File: config.mk
export PLATFORM = sky130hd
export DESIGN_NAME = botoes_condicionador
export DESIGN_NICKNAME = d
export VERILOG_FILES = /design/src/rtl/botoes_pkg.sv /design/src/rtl/debounce_botao.sv /design/src/rtl/botoes_condicionador.sv
export SDC_FILE = /design/constraint.sdc
export NUM_CORES = 1
export LEC_CHECK = 0
export ABC_CLOCK_PERIOD_IN_PS = 3000
export CAP_MARGIN = 15
export CORE_AREA = 3 3 173 125
export DETAILED_ROUTE_END_ITERATION = 10
export DIE_AREA = 0 0 176 128
export GPL_ROUTABILITY_DRIVEN = 0
export HOLD_SLACK_MARGIN = 0.08
export PLACE_DENSITY = 0.66
export SYNTH_ARGS = -nofsm -noshare
export SYNTH_HDL_FRONTEND = slang
export SYNTH_SLANG_ARGS = --single-unit
File: constraint.sdc
create_clock -name clk -period 3 [get_ports clk]
set_input_delay 0.9 -clock clk [delete_from_list [all_inputs] [get_ports clk]]
set_output_delay 0.9 -clock clk [all_outputs]
set_load 0.05 [all_outputs]
File: src/rtl/botoes_pkg.sv
// Shared types and constants for the push-button conditioning stage.
package botoes_pkg;

    typedef enum logic [1:0] {
        SOLTO,
        CONF_PRESS,
        PRESSIONADO,
        CONF_SOLTO
    } estado_t;

    localparam int         DEBOUNCE_CICLOS_PADRAO = 50000;
    localparam logic [7:0] JOGADAS_MAX            = 8'd255;

endpackage

File: src/rtl/debounce_botao.sv
// One button: 2-flop synchroniser followed by a four-state debounce FSM.
// fire is combinational and marks the edge on which a press is accepted.
module debounce_botao
    import botoes_pkg::*;
#(
    parameter int DEBOUNCE_CICLOS = DEBOUNCE_CICLOS_PADRAO
) (
    input  logic clk,
    input  logic rst,
    input  logic entrada,
    output logic fire,
    output logic estavel
);

    localparam int              CW      = $clog2(DEBOUNCE_CICLOS);
    localparam logic [CW-1:0]   CNT_FIM = CW'(DEBOUNCE_CICLOS - 1);

    logic          s1_q, s1_d;
    logic          s2_q, s2_d;
    estado_t       estado_q, estado_d;
    logic [CW-1:0] cnt_q, cnt_d;

    always_comb begin
        // NOTE: every signal gets a default first so no path through the case can infer a latch.
        s1_d     = entrada;
        s2_d     = s1_q;
        estado_d = estado_q;
        cnt_d    = cnt_q;
        fire     = 1'b0;
        case (estado_q)
            SOLTO: begin
                if (s2_q) begin
                    estado_d = CONF_PRESS;
                    cnt_d    = '0;
                end
            end
            CONF_PRESS: begin
                if (!s2_q) begin
                    estado_d = SOLTO;
                end else if (cnt_q == CNT_FIM) begin
                    estado_d = PRESSIONADO;
                    fire     = 1'b1;
                end else begin
                    cnt_d = cnt_q + CW'(1);
                end
            end
            PRESSIONADO: begin
                if (!s2_q) begin
                    estado_d = CONF_SOLTO;
                    cnt_d    = '0;
                end
            end
            CONF_SOLTO: begin
                // Release is silent: only the press direction produces a fire.
                if (s2_q) begin
                    estado_d = PRESSIONADO;
                end else if (cnt_q == CNT_FIM) begin
                    estado_d = SOLTO;
                end else begin
                    cnt_d = cnt_q + CW'(1);
                end
            end
            default: estado_d = SOLTO;
        endcase
    end

    // NOTE: reset is synchronous, so rst is sampled by the edge and stays out of the sensitivity list.
    always_ff @(posedge clk) begin
        if (!rst) begin
            // NOTE: non-blocking assignments keep every flop sampling pre-edge values, so the synchroniser really is two stages.
            s1_q     <= 1'b0;
            s2_q     <= 1'b0;
            estado_q <= SOLTO;
            cnt_q    <= '0;
        end else begin
            s1_q     <= s1_d;
            s2_q     <= s2_d;
            estado_q <= estado_d;
            cnt_q    <= cnt_d;
        end
    end

    assign estavel = (estado_q == PRESSIONADO) || (estado_q == CONF_SOLTO);

endmodule

File: src/rtl/botoes_condicionador.sv
// Button input stage: polarity fix, per-bit debounce, play-enable gating,
// single-cycle press pulses and a saturating move counter.
module botoes_condicionador
    import botoes_pkg::*;
#(
    parameter int N_BOTOES            = 8,
    parameter int DEBOUNCE_CICLOS     = DEBOUNCE_CICLOS_PADRAO,
    parameter int ENTRADA_ATIVA_BAIXA = 1
) (
    input  logic                clk,
    input  logic                rst,
    input  logic [N_BOTOES-1:0] botoes_raw,
    input  logic                habilita,
    input  logic                limpa_jogadas,
    output logic [N_BOTOES-1:0] pulsos,
    output logic [N_BOTOES-1:0] estavel,
    output logic                algum_pulso,
    output logic [7:0]          jogadas
);

    logic [N_BOTOES-1:0] entrada;
    logic [N_BOTOES-1:0] fire;
    logic [N_BOTOES-1:0] pulsos_q, pulsos_d;
    logic [7:0]          jogadas_q, jogadas_d;

    assign entrada = (ENTRADA_ATIVA_BAIXA != 0) ? ~botoes_raw : botoes_raw;

    for (genvar k = 0; k < N_BOTOES; k++) begin : g_botao
        debounce_botao #(
            .DEBOUNCE_CICLOS(DEBOUNCE_CICLOS)
        ) u_debounce (
            .clk     (clk),
            .rst     (rst),
            .entrada (entrada[k]),
            .fire    (fire[k]),
            .estavel (estavel[k])
        );
    end

    // A fire while disabled is dropped for good; the FSM has already moved on.
    always_comb begin
        pulsos_d  = habilita ? fire : '0;
        jogadas_d = jogadas_q;
        if (limpa_jogadas) begin
            jogadas_d = '0;
        end else if ((|pulsos_d) && (jogadas_q != JOGADAS_MAX)) begin
            jogadas_d = jogadas_q + 8'd1;
        end
    end

    always_ff @(posedge clk) begin
        if (!rst) begin
            pulsos_q  <= '0;
            jogadas_q <= '0;
        end else begin
            pulsos_q  <= pulsos_d;
            jogadas_q <= jogadas_d;
        end
    end

    assign pulsos      = pulsos_q;
    assign algum_pulso = |pulsos_q;
    assign jogadas     = jogadas_q;

endmodule
-- Yosys cells after proc, flatten, opt, wreduce, memory -nomap -nowiden
Index checks and enable logic that the tools add are counted.
- bits in registers: 176
- input port bits: 12
- output and inout port bits: 25
- logic and storage cells: 291
- $add $sub $neg: 9
- eq/ne operators: 81
- muxes and demuxes: 129
- bitwise gates (word level): 2
- reduce and logical (&&, ||, !) cells: 36
- operators with widths (cell ; number):
    $mux 16 ; 40
    $pmux 16 s4 ; 8
    $add 16x1->16 const B ; 8
    $eq 16x16->1 const B ; 8
    $mux 2 ; 48
    $pmux 2 s4 ; 8
    $reduce_and 4->1 ; 16
    $eq 2x2->1 const B ; 16
    $ne 2x1->1 const B ; 16
    $ne 2x2->1 const B ; 16
    $mux 1 ; 24
    $ne 3x1->1 const B ; 8
    $ne 3x3->1 const B ; 8
    $eq 2x1->1 const B ; 8
    $logic_not 2->1 ; 8
    $reduce_or 8->1 ; 2
    $add 8x1->8 const B ; 1
    $logic_or 1x1->1 ; 8
    $mux 8 ; 1
    $ne 8x8->1 const B ; 1
    $not 8->8 ; 1
    $reduce_or 2->1 ; 1
    $logic_and 1x1->1 ; 1
    $not 1->1 ; 1

-- Longest topological paths before layout
- depth in word-level cells: 7
- depth in mapped cells: 9
- depth with buffers taken out: 8

-- By module
Synthesis repeated with hierarchy kept, for this count alone.
- cells, all modules: 1159
- area total of the unflattened synthesis: 10227.3 um2
- modules (own cells, without submodules) (module ; instances ; cells an instance ; area an instance (um2)):
    debounce_botao ; 8 ; 135 ; 1189.9
    botoes_condicionador ; 1 ; 79 ; 708.2

-- Worst setup path after synthesis
Ideal clock, no wire load.
- path type: register to register
- start: register g_botao[0].u_debounce.cnt_q[4]
- end: register g_botao[0].u_debounce.cnt_q[14]
- library setup time: 0.128 ns
- arrival time: 2.133 ns
- required time: 2.872 ns
- setup slack: 0.739 ns
- stages on the path, launching flop included: 8
- buffers on the path: 0
- period minus slack after synthesis: 2.261 ns
- path through: dfxtp_1 or4_4 or4_1 and4_1 nor2b_1 nand3_1 xor2_1 nor2_1
- cells in the longest elaborated chain, start to end: 4
- RTL lines (what ; line ; source):
    start: declaration ; debounce_botao.sv:21 ; logic [CW-1:0] cnt_q, cnt_d;
    start signal: assignment ; debounce_botao.sv:79 ; cnt_q <= cnt_d;
    $add 16x1->16 / $eq 16x16->1 (equally long branches) ; n/a ;
    $mux 16 (*) ; debounce_botao.sv:40, debounce_botao.sv:57 ;
    $mux 16 (on tied branches) ; debounce_botao.sv:55, debounce_botao.sv:38 ;
    $pmux 16 s4 (*) ; debounce_botao.sv:30 ; case (estado_q)
Every way passes the cells marked *; elsewhere a longest branch is shown, timed or not. The select of a mux whose other input is x is not followed.
A chain may end at the register's enable or synchronous reset.

-- Worst setup path in the final report
- start: register pulsos_q[5], in the netlist pulsos[5]
- end: output port algum_pulso
- cells in the longest elaborated chain, start to end: 1
- RTL lines (what ; line ; source):
    start: declaration ; botoes_condicionador.sv:23 ; logic [N_BOTOES-1:0] pulsos_q, pulsos_d;
    start signal: assignment ; botoes_condicionador.sv:56 ; pulsos_q <= pulsos_d;
    $reduce_or 8->1 ; botoes_condicionador.sv:62 ; assign algum_pulso = |pulsos_q;
    end: declaration ; botoes_condicionador.sv:17 ; output logic algum_pulso,
Every way passes these cells.

==> metrics <==
final-report max-slew violation count=0; vias in the first global route=5,942; placeable core region=0.0199 mm2; overall power of the completed layout=4.91 mW; Post-synth top flop=sky130_fd_sc_hd__dfxtp_1; buffer and inverter count on the worst path=1; required time at the worst-slack endpoint=2.10 ns; count of placed standard cells in the final layout, fillers left out=1,238; final number of setup-violating endpoints=0; Die X=176 um; average via count per standard cell=5.15; Congestion Overflow GR=0; maximum buffer depth of the clock tree=2; cell type group with the largest total delay on the critical path=buffers and inverters; chain of cells forming the critical path=nor4_2 > nand2_1 > clkdlybuf4s50_1; wire length of the first global-routing pass=29.2 mm; count of routing violations after the opening detailed-route iteration=431; count of nets after finishing=977; maximum cell stage delay along the critical path=0.71 ns; Antenna Cells=0; number of nets with antenna violations after detailed routing=0; area of all placed cells without fillers=0.00924 mm2; slew margin rel.=41.2%; shortest period the worst path allows=2.84 ns; routed length per placed instance=13.5 um; Area growth, synth to finish=15.8%; Fmax=353 MHz; kind of start point of the critical path=register; compound-gate portion of the synthesized area=7.95%; total wire length after detailed routing=16.7 mm; count of filler cells inserted in the layout=1,888; max cap viols=0; Data arrival, critical path=1.94 ns; # placed instances=1,207; pin slew with the least headroom to its limit=0.873 ns; Async S/R FF share, synth=0%; insertion delay of the later-clocked pin in the worst-skew pair=0.43 ns; sinks on the clock net=176; number of remaining DRC errors=0; type of the worst min-delay path=register to register; CTS tree=built; largest driver fanout on the critical path=2; syn nets=953; Final Hold Vio Count=0; placement-stage cell area=0.00858 mm2; detailed-routing iteration count for the pre-antenna-repair pass=4; post-synth design cell area=0.00798 mm2; die footprint=0.0225 mm2; share of the synthesized netlist area taken by xor and xnor gates=9.87%; Die Y-Extent=128 um; Period Utilization, post-route=94.6%; number of enable flip-flop cells after synthesis=0; hold_ws=0.431 ns; number of synthesis warnings=0; Cells after Synth=932; fraction of final layout cells with drive strength greater than 1=6.20%; largest family of logic cells by synthesized area=simple AND/OR/NAND/NOR gates; Fin Setup TNS=0 ns; number of distinct library cells after synthesis=59; pin count of the biggest net entering global routing=40; synthesized-area fraction occupied by and/or/nand/nor cells=32.4%; maximum vdd ir drop=400 uV; multiplexer share of the synthesized area=1.27%; level count of the clock H-tree=4; antenna violations before repair=0; adder-cell share of the synthesized area=1.41%; Top Ports=37; unrepaired setup endpoints after global routing=false; run status=finished clean; CP Class=register to primary output; root buffer selected by CTS=sky130_fd_sc_hd__clkbuf_16; category of the worst setup path capture point=primary output; number of clock buffers inserted by TritonCTS=17; post-route clock skew=0.0115 ns; standard-cell row count=43; hpwl dp=11.8 mm; number of flip-flops and latches in the synthesized netlist=176; clock-pin slew on the worst setup and hold paths=0.06 ns; number of buffers added on ports=36; cell area power density=532 mW/mm2; total number of vias=6,373; LEAKAGE=3.22 nW; slowest CP cell=sky130_fd_sc_hd__clkdlybuf4s50_1; post-synthesis sequential area ratio=44.1%; aggregate global-route resource usage=15.7%; effective utilization at floorplan=40.2%; Avg Inst Size Synth=8.57 um2
routing by layer:
layer  vias up  global-route usage (%)  part of all wire, %
li1       3310                       -                    -
met1      2944                    23.7                   55
met2       103                    21.6                   39
met3        16                    4.35                  4.6
met4         0                    4.33                  1.3
met5         -                       0                    0
per-stage QoR:
stage	setup slack [ns]	util (%)
3_3_place_gp	0.200	43.2
4_1_cts	0.100	46.6
3_5_place_dp	0.140	43.2
2_1_floorplan	0.739	-
6_report	0.163	46.6
5_1_grt	0.0679	46.6
power by group:
| part | switching [mW] | leakage, nW | internal [mW] |
|---|---|---|---|
| Clock | 0.900 | 0.316 | 1.54 |
| Sequential | 0.00951 | 1.42 | 2.35 |
| Combinational | 0.0733 | 1.48 | 0.0398 |
cell usage in the layout, fill, tap and decap left out, types with 3 or more instances in the layout:
cell type / Yosys / layout
sky130_fd_sc_hd__nor3_1: 12 / 12
sky130_fd_sc_hd__xor2_1: 56 / 56
sky130_fd_sc_hd__nand2_1: 68 / 68
sky130_fd_sc_hd__and4b_1: 3 / 3
sky130_fd_sc_hd__nand4bb_1: 4 / 4
sky130_fd_sc_hd__and4_1: 6 / 6
sky130_fd_sc_hd__clkbuf_8: 0 / 3
sky130_fd_sc_hd__nand3b_1: 3 / 3
sky130_fd_sc_hd__or4bb_1: 5 / 5
sky130_fd_sc_hd__nor2_1: 164 / 164
sky130_fd_sc_hd__a21oi_1: 43 / 43
sky130_fd_sc_hd__or2_2: 4 / 4
sky130_fd_sc_hd__or3_1: 19 / 19
sky130_fd_sc_hd__clkdlybuf4s50_1: 0 / 36
sky130_fd_sc_hd__and3_1: 32 / 32
sky130_fd_sc_hd__inv_1: 13 / 13
sky130_fd_sc_hd__or4_1: 7 / 7
sky130_fd_sc_hd__o21ai_0: 38 / 38
sky130_fd_sc_hd__a211oi_1: 3 / 3
sky130_fd_sc_hd__bufinv_16: 0 / 5
sky130_fd_sc_hd__xnor2_1: 34 / 34
sky130_fd_sc_hd__and2_1: 13 / 13
sky130_fd_sc_hd__nor4_1: 13 / 12
sky130_fd_sc_hd__or4b_1: 7 / 7
sky130_fd_sc_hd__nand3_1: 47 / 47
sky130_fd_sc_hd__a22oi_1: 9 / 9
sky130_fd_sc_hd__nand4b_1: 4 / 4
sky130_fd_sc_hd__or4b_2: 3 / 3
sky130_fd_sc_hd__ha_1: 9 / 9
sky130_fd_sc_hd__nor4_2: 3 / 4
sky130_fd_sc_hd__nand2b_1: 8 / 8
sky130_fd_sc_hd__clkbuf_16: 0 / 17
sky130_fd_sc_hd__nor2b_1: 6 / 6
sky130_fd_sc_hd__buf_4: 8 / 9
sky130_fd_sc_hd__nor3b_1: 11 / 11
sky130_fd_sc_hd__mux2i_1: 9 / 9
sky130_fd_sc_hd__nand4_1: 34 / 34
sky130_fd_sc_hd__dfxtp_1: 176 / 176
sequential cells by signal, summed over array words and instances, names as in the netlist, named ones only:
signal / flops
jogadas: 8
pulsos: 8
g_botao.u_debounce.cnt_q: 128
g_botao.u_debounce.s1_q: 8
g_botao.u_debounce.s2_q: 8
g_botao.u_debounce.estado_q: 8
logic make-up (layout without fill, tap and decap cells):
kind of cell / after synthesis / count (layout)
buffers and inverters: 55 / 91
XOR/XNOR: 90 / 90
AND/OR/NAND/NOR: 484 / 484
AO/OA/AOI/OAI: 108 / 108
flip-flops: 176 / 176
adder cells (fa/ha/maj): 9 / 9
multiplexers: 10 / 10
final timing paths:
check	start	endpoint	slack (ns)	cells after the start
setup / recovery	pulsos[5]$_SDFF_PN0_	algum_pulso	0.16	3
hold reg to reg	g_botao[5].u_debounce.s1_q$_SDFF_PN0_	g_botao[5].u_debounce.s2_q$_SDFF_PN0_	0.43	1
hold / removal	g_botao[5].u_debounce.s1_q$_SDFF_PN0_	g_botao[5].u_debounce.s2_q$_SDFF_PN0_	0.43	1
setup reg to reg	g_botao[4].u_debounce.cnt_q[11]$_SDFFE_PN0P_	jogadas[3]$_SDFFE_PP0P_	0.42	7
Yosys cell counts (3+ instances only):
cell type / n / area [um2]
sky130_fd_sc_hd__or2_2: 4 / 25.0
sky130_fd_sc_hd__clkbuf_1: 30 / 113
sky130_fd_sc_hd__inv_1: 13 / 48.8
sky130_fd_sc_hd__nand2_1: 68 / 255
sky130_fd_sc_hd__nand3b_1: 3 / 22.5
sky130_fd_sc_hd__nand4_1: 34 / 213
sky130_fd_sc_hd__a211oi_1: 3 / 22.5
sky130_fd_sc_hd__or4b_2: 3 / 30.0
sky130_fd_sc_hd__or4bb_1: 5 / 56.3
sky130_fd_sc_hd__xnor2_1: 34 / 298
sky130_fd_sc_hd__mux2i_1: 9 / 90.1
sky130_fd_sc_hd__nor3_1: 12 / 60.1
sky130_fd_sc_hd__nor2b_1: 6 / 37.5
sky130_fd_sc_hd__and4b_1: 3 / 30.0
sky130_fd_sc_hd__nor4_1: 13 / 81.3
sky130_fd_sc_hd__nand4bb_1: 4 / 45.0
sky130_fd_sc_hd__or3_1: 19 / 119
sky130_fd_sc_hd__a21oi_1: 43 / 215
sky130_fd_sc_hd__nand2b_1: 8 / 50.1
sky130_fd_sc_hd__a22oi_1: 9 / 67.6
sky130_fd_sc_hd__buf_4: 8 / 60.1
sky130_fd_sc_hd__dfxtp_1: 176 / 3520
sky130_fd_sc_hd__xor2_1: 56 / 490
sky130_fd_sc_hd__nand4b_1: 4 / 35.0
sky130_fd_sc_hd__o21ai_0: 38 / 190
sky130_fd_sc_hd__ha_1: 9 / 113
sky130_fd_sc_hd__or4b_1: 7 / 70.1
sky130_fd_sc_hd__and4_1: 6 / 52.6
sky130_fd_sc_hd__nor2_1: 164 / 616
sky130_fd_sc_hd__nor4_2: 3 / 37.5
sky130_fd_sc_hd__nand3_1: 47 / 235
sky130_fd_sc_hd__and2_1: 13 / 81.3
sky130_fd_sc_hd__nor3b_1: 11 / 82.6
sky130_fd_sc_hd__or4_1: 7 / 52.6
sky130_fd_sc_hd__and3_1: 32 / 200
layout make-up:
class / instances / area [um2] / share of cell area, %
Clock buffer: 22 / 474 / 5.13
Clock inverter: 9 / 180 / 1.95
Multi-Input combinational cell: 701 / 4230 / 45.7
Timing Repair Buffer: 46 / 448 / 4.85
Sequential cell: 176 / 3520 / 38.1
Inverter: 14 / 52.6 / 0.568
Tap cell: 270 / 338 / 3.65
repair_timing:
| item | CTS | global route |
|---|---|---|
| setup buffers | 0 | 0 |
| endpoints found under the hold margin | 0 | 0 |
| resized for setup | 1 | 0 |
| hold buffers | 0 | 0 |
| endpoints found under the setup margin | 1 | 0 |
Note: power is estimated with default switching activity, not from simulation.
==> patch 1 (same flow settings) <==
The 4 values of `estado_t` get a one-hot encoding in 4 bits.
--- a/src/rtl/botoes_pkg.sv
+++ b/src/rtl/botoes_pkg.sv
@@ -1,11 +1,11 @@
 // Shared types and constants for the push-button conditioning stage.
 package botoes_pkg;
 
-    typedef enum logic [1:0] {
-        SOLTO,
-        CONF_PRESS,
-        PRESSIONADO,
-        CONF_SOLTO
+    typedef enum logic [3:0] {
+        SOLTO       = 4'b0001,
+        CONF_PRESS  = 4'b0010,
+        PRESSIONADO = 4'b0100,
+        CONF_SOLTO  = 4'b1000
     } estado_t;
 
     localparam int         DEBOUNCE_CICLOS_PADRAO = 50000;
Formal check against the unedited RTL: same outputs for any inputs over 4 cycles, from zero or initial values and one cycle with rst low; so few cycles prove little.
==> patch 1 against the unedited design <==
  * Total power up 2.0%
  * Core utilization up 8.4 points
  * Wire length up 27%
  * Register-to-register slack worse by 0.13 ns
  * Sequential cell count up 16
  * Sequential share of layout area down 2.9 points
  * Combinational power up 63%
  * Clock skew up 0.0045 ns
  * First-iteration DRC count up 52%
  * Synthesized area up 23%
  * Global-route usage up 3.7 points
  * Die area unchanged
  * Setup slack worse by 0.034 ns
  * Design area up 18%
  * Critical endpoint is now estavel[5]
  * Largest power group is now registers
==> patch 1: results (changes against the unedited design) <==
Place
  • Place WS: -0.005370 ns (-0.1458 ns)
  • Detailed placement HPWL: 14.64 mm (+24%)
  • Placement Cell Area: 10310 um2 (+20%)
  • Cells after DPL: 1438 (+19%)

Logic synthesis
  • Compound-Gate Fraction of Synth Area: 13.77% (+5.8 points)
  • Synth Area per Inst: 8.279 um2 (-3.4%)
  • Register area share after synthesis: 39.18% (-5.0 points)
  • Post-Synth Adder-Cell Area: 1.148% (-0.26 points)
  • Register bit count reported by yosys: 192 (+9.1%)
  • Post-synthesis mux area share: 1.020% (-0.25 points)
  • XOR/XNOR Fraction of Synth Area: 7.410% (-2.5 points)
  • Synth top area cells: dfxtp_1, nor2_1, nand2_1
  • Synth cell types: 80 (+36%)
  • Commonest cells in the netlist: dfxtp_1, nor2_1, nand2_1

Pwr
  • Max VDD drop: 0.3682 mV (-7.9%)
  • Leak: 3.798 nW (+18%)

Detailed routing
  • DRT iter0 DRCs: 653 (+52%)
  • Wire length per cell: 14.49 um (+7.2%)
  • Vias: 8415 (+32%)
  • Vias per inst: 5.717 (+11%)
  • Met3 Routed Length: 826 um (+7.4%)
  • DRT Pass-1 Iters: 5 (+1)
  • Met2 WL post-DR: 9.118 mm (+39%)
  • Met1 WL: 11.04 mm (+20%)

Global routing
  • Gr usage total: 19.33% (+3.7 points)
  • Grt met3 use: 3.848% (-0.50 points)
  • Met2 Track Usage GR: 28.03% (+6.4 points)
  • GR Util met1: 28.78% (+5.1 points)
  • First-pass GRT wire length: 36.54 mm (+25%)
  • Vias in the first global route: 7389 (+24%)
  • Largest net degree at the start of global routing: 31 (-23%)

Critical path
  • Register-to-register setup slack: 0.29 ns (-0.13 ns)
  • Worst Reg-to-Reg Cells: 6 (-1)
  • CP endpoint: estavel[5]
  • FF-to-FF Start: g_botao[4].u_debounce.cnt_q[7]
  • RR Endpoint: g_botao[4].u_debounce.cnt_q[8]
  • Worst Path Max Fanout: 7 (+5)
  • Slowest stage delay, CP: 0.82 ns (+0.11 ns)

Cells and area
  • Inverters: 19 (+5)
  • Fillers: 1780 (-5.7%)
  • Bufs w/o clock: 60 (+30%)
  • #MultiIn Comb: 899 (+28%)
  • Fin nets: 1210 (+24%)
  • Layout area overhead: 11.12%
  • Seq area share: 35.26% (-2.9 points)
  • Final clock-cell share: 5.279% (-1.8 points)
  • Multi-input gate area: 5553 um2 (+31%)
  • Non-clk buf share: 4.774% (-0.071 points)
  • Ratio of cells with drive above 1 in the final layout: 7.820% (+1.6 points)

STA
  • Slew Limit Headroom: 24.83% (-16 points)
  • Ratio of final minimum period to clock period: 95.70% (+1.1 points)
  • Hold slack: 0.4352 ns (+0.004164 ns)

Hold path
  • Hold path startpoint: g_botao[0].u_debounce.s1_q
  • Endpoint, Worst Hold: g_botao[0].u_debounce.s2_q

Run status
  • Status: complete, no violations
patch 1: timing repair:
action | CTS | global route
resized for setup | 1 | 1
hold buffers | 0 | 0
setup endpoints to repair | 1 | 1
pin swaps | 0 | 0
patch 1: power breakdown:
part / internal (mW) / leakage, nW / total (mW) / switching (mW)
Clock: 1.22 / 0.274 / 2.23 / 1.01
Sequential: 2.57 / 1.55 / 2.60 / 0.0308
Combinational: 0.0644 / 1.97 / 0.184 / 0.119
Total: 3.85 / 3.80 / 5.02 / 1.16
patch 1: kinds of logic (layout without fill, tap and decap cells):
| family | after synthesis | after routing |
|---|---|---|
| DFF | 192 | 192 |
| adders and majority gates | 9 | 9 |
| buffers and inverters | 94 | 111 |
| xor gates and xnor gates | 83 | 83 |
| and+or+nand+nor | 596 | 596 |
| AOI/OAI and AO/OA | 201 | 201 |
| muxes | 10 | 10 |
==> patch 2 (same flow settings) <==
Made on the original files. Change the parameter `N_BOTOES` from 8 to 7.
--- a/src/rtl/botoes_condicionador.sv
+++ b/src/rtl/botoes_condicionador.sv
@@ -3,7 +3,7 @@
 module botoes_condicionador
     import botoes_pkg::*;
 #(
-    parameter int N_BOTOES            = 8,
+    parameter int N_BOTOES            = 7,
     parameter int DEBOUNCE_CICLOS     = DEBOUNCE_CICLOS_PADRAO,
     parameter int ENTRADA_ATIVA_BAIXA = 1
 ) (
Ports: changed (resized botoes_raw, estavel and pulsos); port bits go from 37 to 34. No check against the original RTL was run, so the function may have changed too.
==> patch 2 against the unedited design <==
  * Setup slack lost 0.093 ns
  * Wire length decreased by 3.7%
  * Design area fell by 8.4%
  * Hold slack gained 0.0011 ns
  * Count of clock-buffer cells in the layout down 4
  * Total power fell by 11%
  * Critical path depth stayed put
  * Synthesized area decreased by 8.9%
  * Core utilization shrank 3.9 points
  * Global-route usage is 0.75 points lower
  * Sequential cell count is 21 lower
  * Clock skew fell by 0.0010 ns
  * Clock power decreased by 9.8%
  * Largest cell class unchanged
==> patch 2: results (changes against the unedited design) <==
Global routing
  • Gr usage total: 14.92% (-0.75 points)
  • Initial antenna violation count: 0 (unchanged)
  • Largest net degree at the start of global routing: 43 (+7.5%)
  • First-pass GRT wire length: 27.21 mm (-6.8%)
  • Vias in the first global route: 5330 (-10%)

Clocking
  • CTS resizes: 0 (-1)
  • CTS Buffer Depth: 2 (unchanged)
  • Post CTS Setup Buffer Count: 0 (unchanged)
  • Skew-Pair Late Insertion Delay: 0.43 ns (about the same)
  • Clk slew on worst S/H paths: 0.06 ns (about the same)
  • CTS root buf: clkbuf_16

Logic synthesis
  • Commonest cells in the netlist: dfxtp_1, nor2_1, nand2_1
  • Synth top area cells: dfxtp_1, nor2_1, xor2_1
  • Ys Warns: 0 (unchanged)
  • Compound-Gate Fraction of Synth Area: 7.653% (-0.29 points)
  • Syn Nets: 870 (-8.7%)
  • XOR/XNOR Fraction of Synth Area: 10.35% (+0.48 points)
  • Post-synth ARST share: 0% (unchanged)
  • Post-synthesis mux area share: 1.926% (+0.66 points)
  • Synth cell types: 58 (-1.7%)
  • Post-Synth Adder-Cell Area: 1.376% (-0.035 points)
  • Register area share after synthesis: 42.65% (-1.5 points)
  • Cells after Synth: 851 (-8.7%)

Pwr
  • Leak: 2.902 nW (-9.8%)
  • Max VDD drop: 0.3990 mV (-0.19%)
  • Power, Total: 4.388 mW (-11%)
  • Clock-net power: 2.20 mW (-9.8%)
  • Int Power: 3.423 mW (-13%)
  • Combinational logic power: roughly 0.11 mW

Critical path
  • RR Endpoint: jogadas[7]
  • FF-to-FF Start: g_botao[4].u_debounce.cnt_q[10]
  • Worst setup startpoint: pulsos[2]
  • Worst Path Max Fanout: 2 (unchanged)
  • Register-to-register setup slack: 0.53 ns (+0.11 ns)
  • Worst Path Arrival: 2.03 ns (+0.09 ns)
  • CP endpoint: algum_pulso
  • Worst Reg-to-Reg Cells: 6 (-1)

STA
  • Fmax: 341.3 MHz (-3.2%)
  • Skew final: 0.01051 ns (-0.001005 ns)
  • Worst-margin pin slew: 0.7134 ns (-0.1592 ns)

Cells and area
  • Fillers: 1939 (+2.7%)
  • Register with the most flip-flops: g_botao.u_debounce.cnt_q
  • Ratio of cells with drive above 1 in the final layout: 6.412% (+0.21 points)
  • Design area: 8472 um2 (-8.4%)
  • Max reg flops: 112 (-13%)
  • Fin nets: 896 (-8.3%)

Detailed routing
  • Drt total wl: 16.12 mm (-3.7%)
  • Wire length per cell: 13.91 um (+2.9%)
  • Vias: 5945 (-6.7%)
  • DRT Pass-1 Iters: 5 (+1)
  • DRT iter0 DRCs: 505 (+17%)

Place
  • Cells after DPL: 1128 (-6.5%)
  • PortBufs: 33 (-8.3%)
  • Detailed placement HPWL: 11.44 mm (-3.1%)
  • Place WS: 0.3175 ns (+0.1770 ns)
  • Placement Cell Area: 7876 um2 (-8.2%)

Run status
  • Status: complete, no violations

Hold path
  • HP Class: flip-flop to flip-flop
## patch 2: layer usage
layer / wire [um] / vias to the layer above / track usage [%]
li1: - / 3064 / -
met1: 8533 / 2738 / 22.24
met2: 6609 / 130 / 20.95
met3: 804 / 13 / 3.819
met4: 173 / 0 / 4.560
met5: 0 / - / 0
## patch 2: cell type report
| type | count | share of cell area [%] |
|---|---|---|
| Inverter | 17 | 0.7532 |
| Timing Repair Buffer | 45 | 5.110 |
| Tap cell | 270 | 3.988 |
| Sequential cell | 155 | 36.63 |
| Clock inverter | 13 | 1.964 |
| Clock buffer | 18 | 5.066 |
| Multi-Input combinational cell | 641 | 46.49 |
## patch 2: worst min-delay path by stage
| stage | from | end | slack, ns | cells after the start |
|---|---|---|---|---|
| 2_1_floorplan | g_botao[0].u_debounce.s1_q | g_botao[0].u_debounce.s2_q | 0.41 | 1 |
| 3_3_place_gp | g_botao[5].u_debounce.s1_q | g_botao[5].u_debounce.s2_q | 0.41 | 1 |
| 3_5_place_dp | g_botao[5].u_debounce.s1_q | g_botao[5].u_debounce.s2_q | 0.42 | 1 |
| 4_1_cts | g_botao[5].u_debounce.s1_q | g_botao[5].u_debounce.s2_q | 0.43 | 1 |
| 5_1_grt | g_botao[5].u_debounce.s1_q | g_botao[5].u_debounce.s2_q | 0.46 | 1 |
| 6_report | g_botao[5].u_debounce.s1_q | g_botao[5].u_debounce.s2_q | 0.43 | 1 |
## patch 2: logic make-up (layout without fill, tap and decap cells)
kind of cell | Yosys count | in the layout
and+or+nand+nor | 445 | 445
muxes | 14 | 14
AOI/OAI and AO/OA | 88 | 88
xor gates and xnor gates | 86 | 86
adders and majority gates | 8 | 8
buffers and inverters | 55 | 93
DFF | 155 | 155
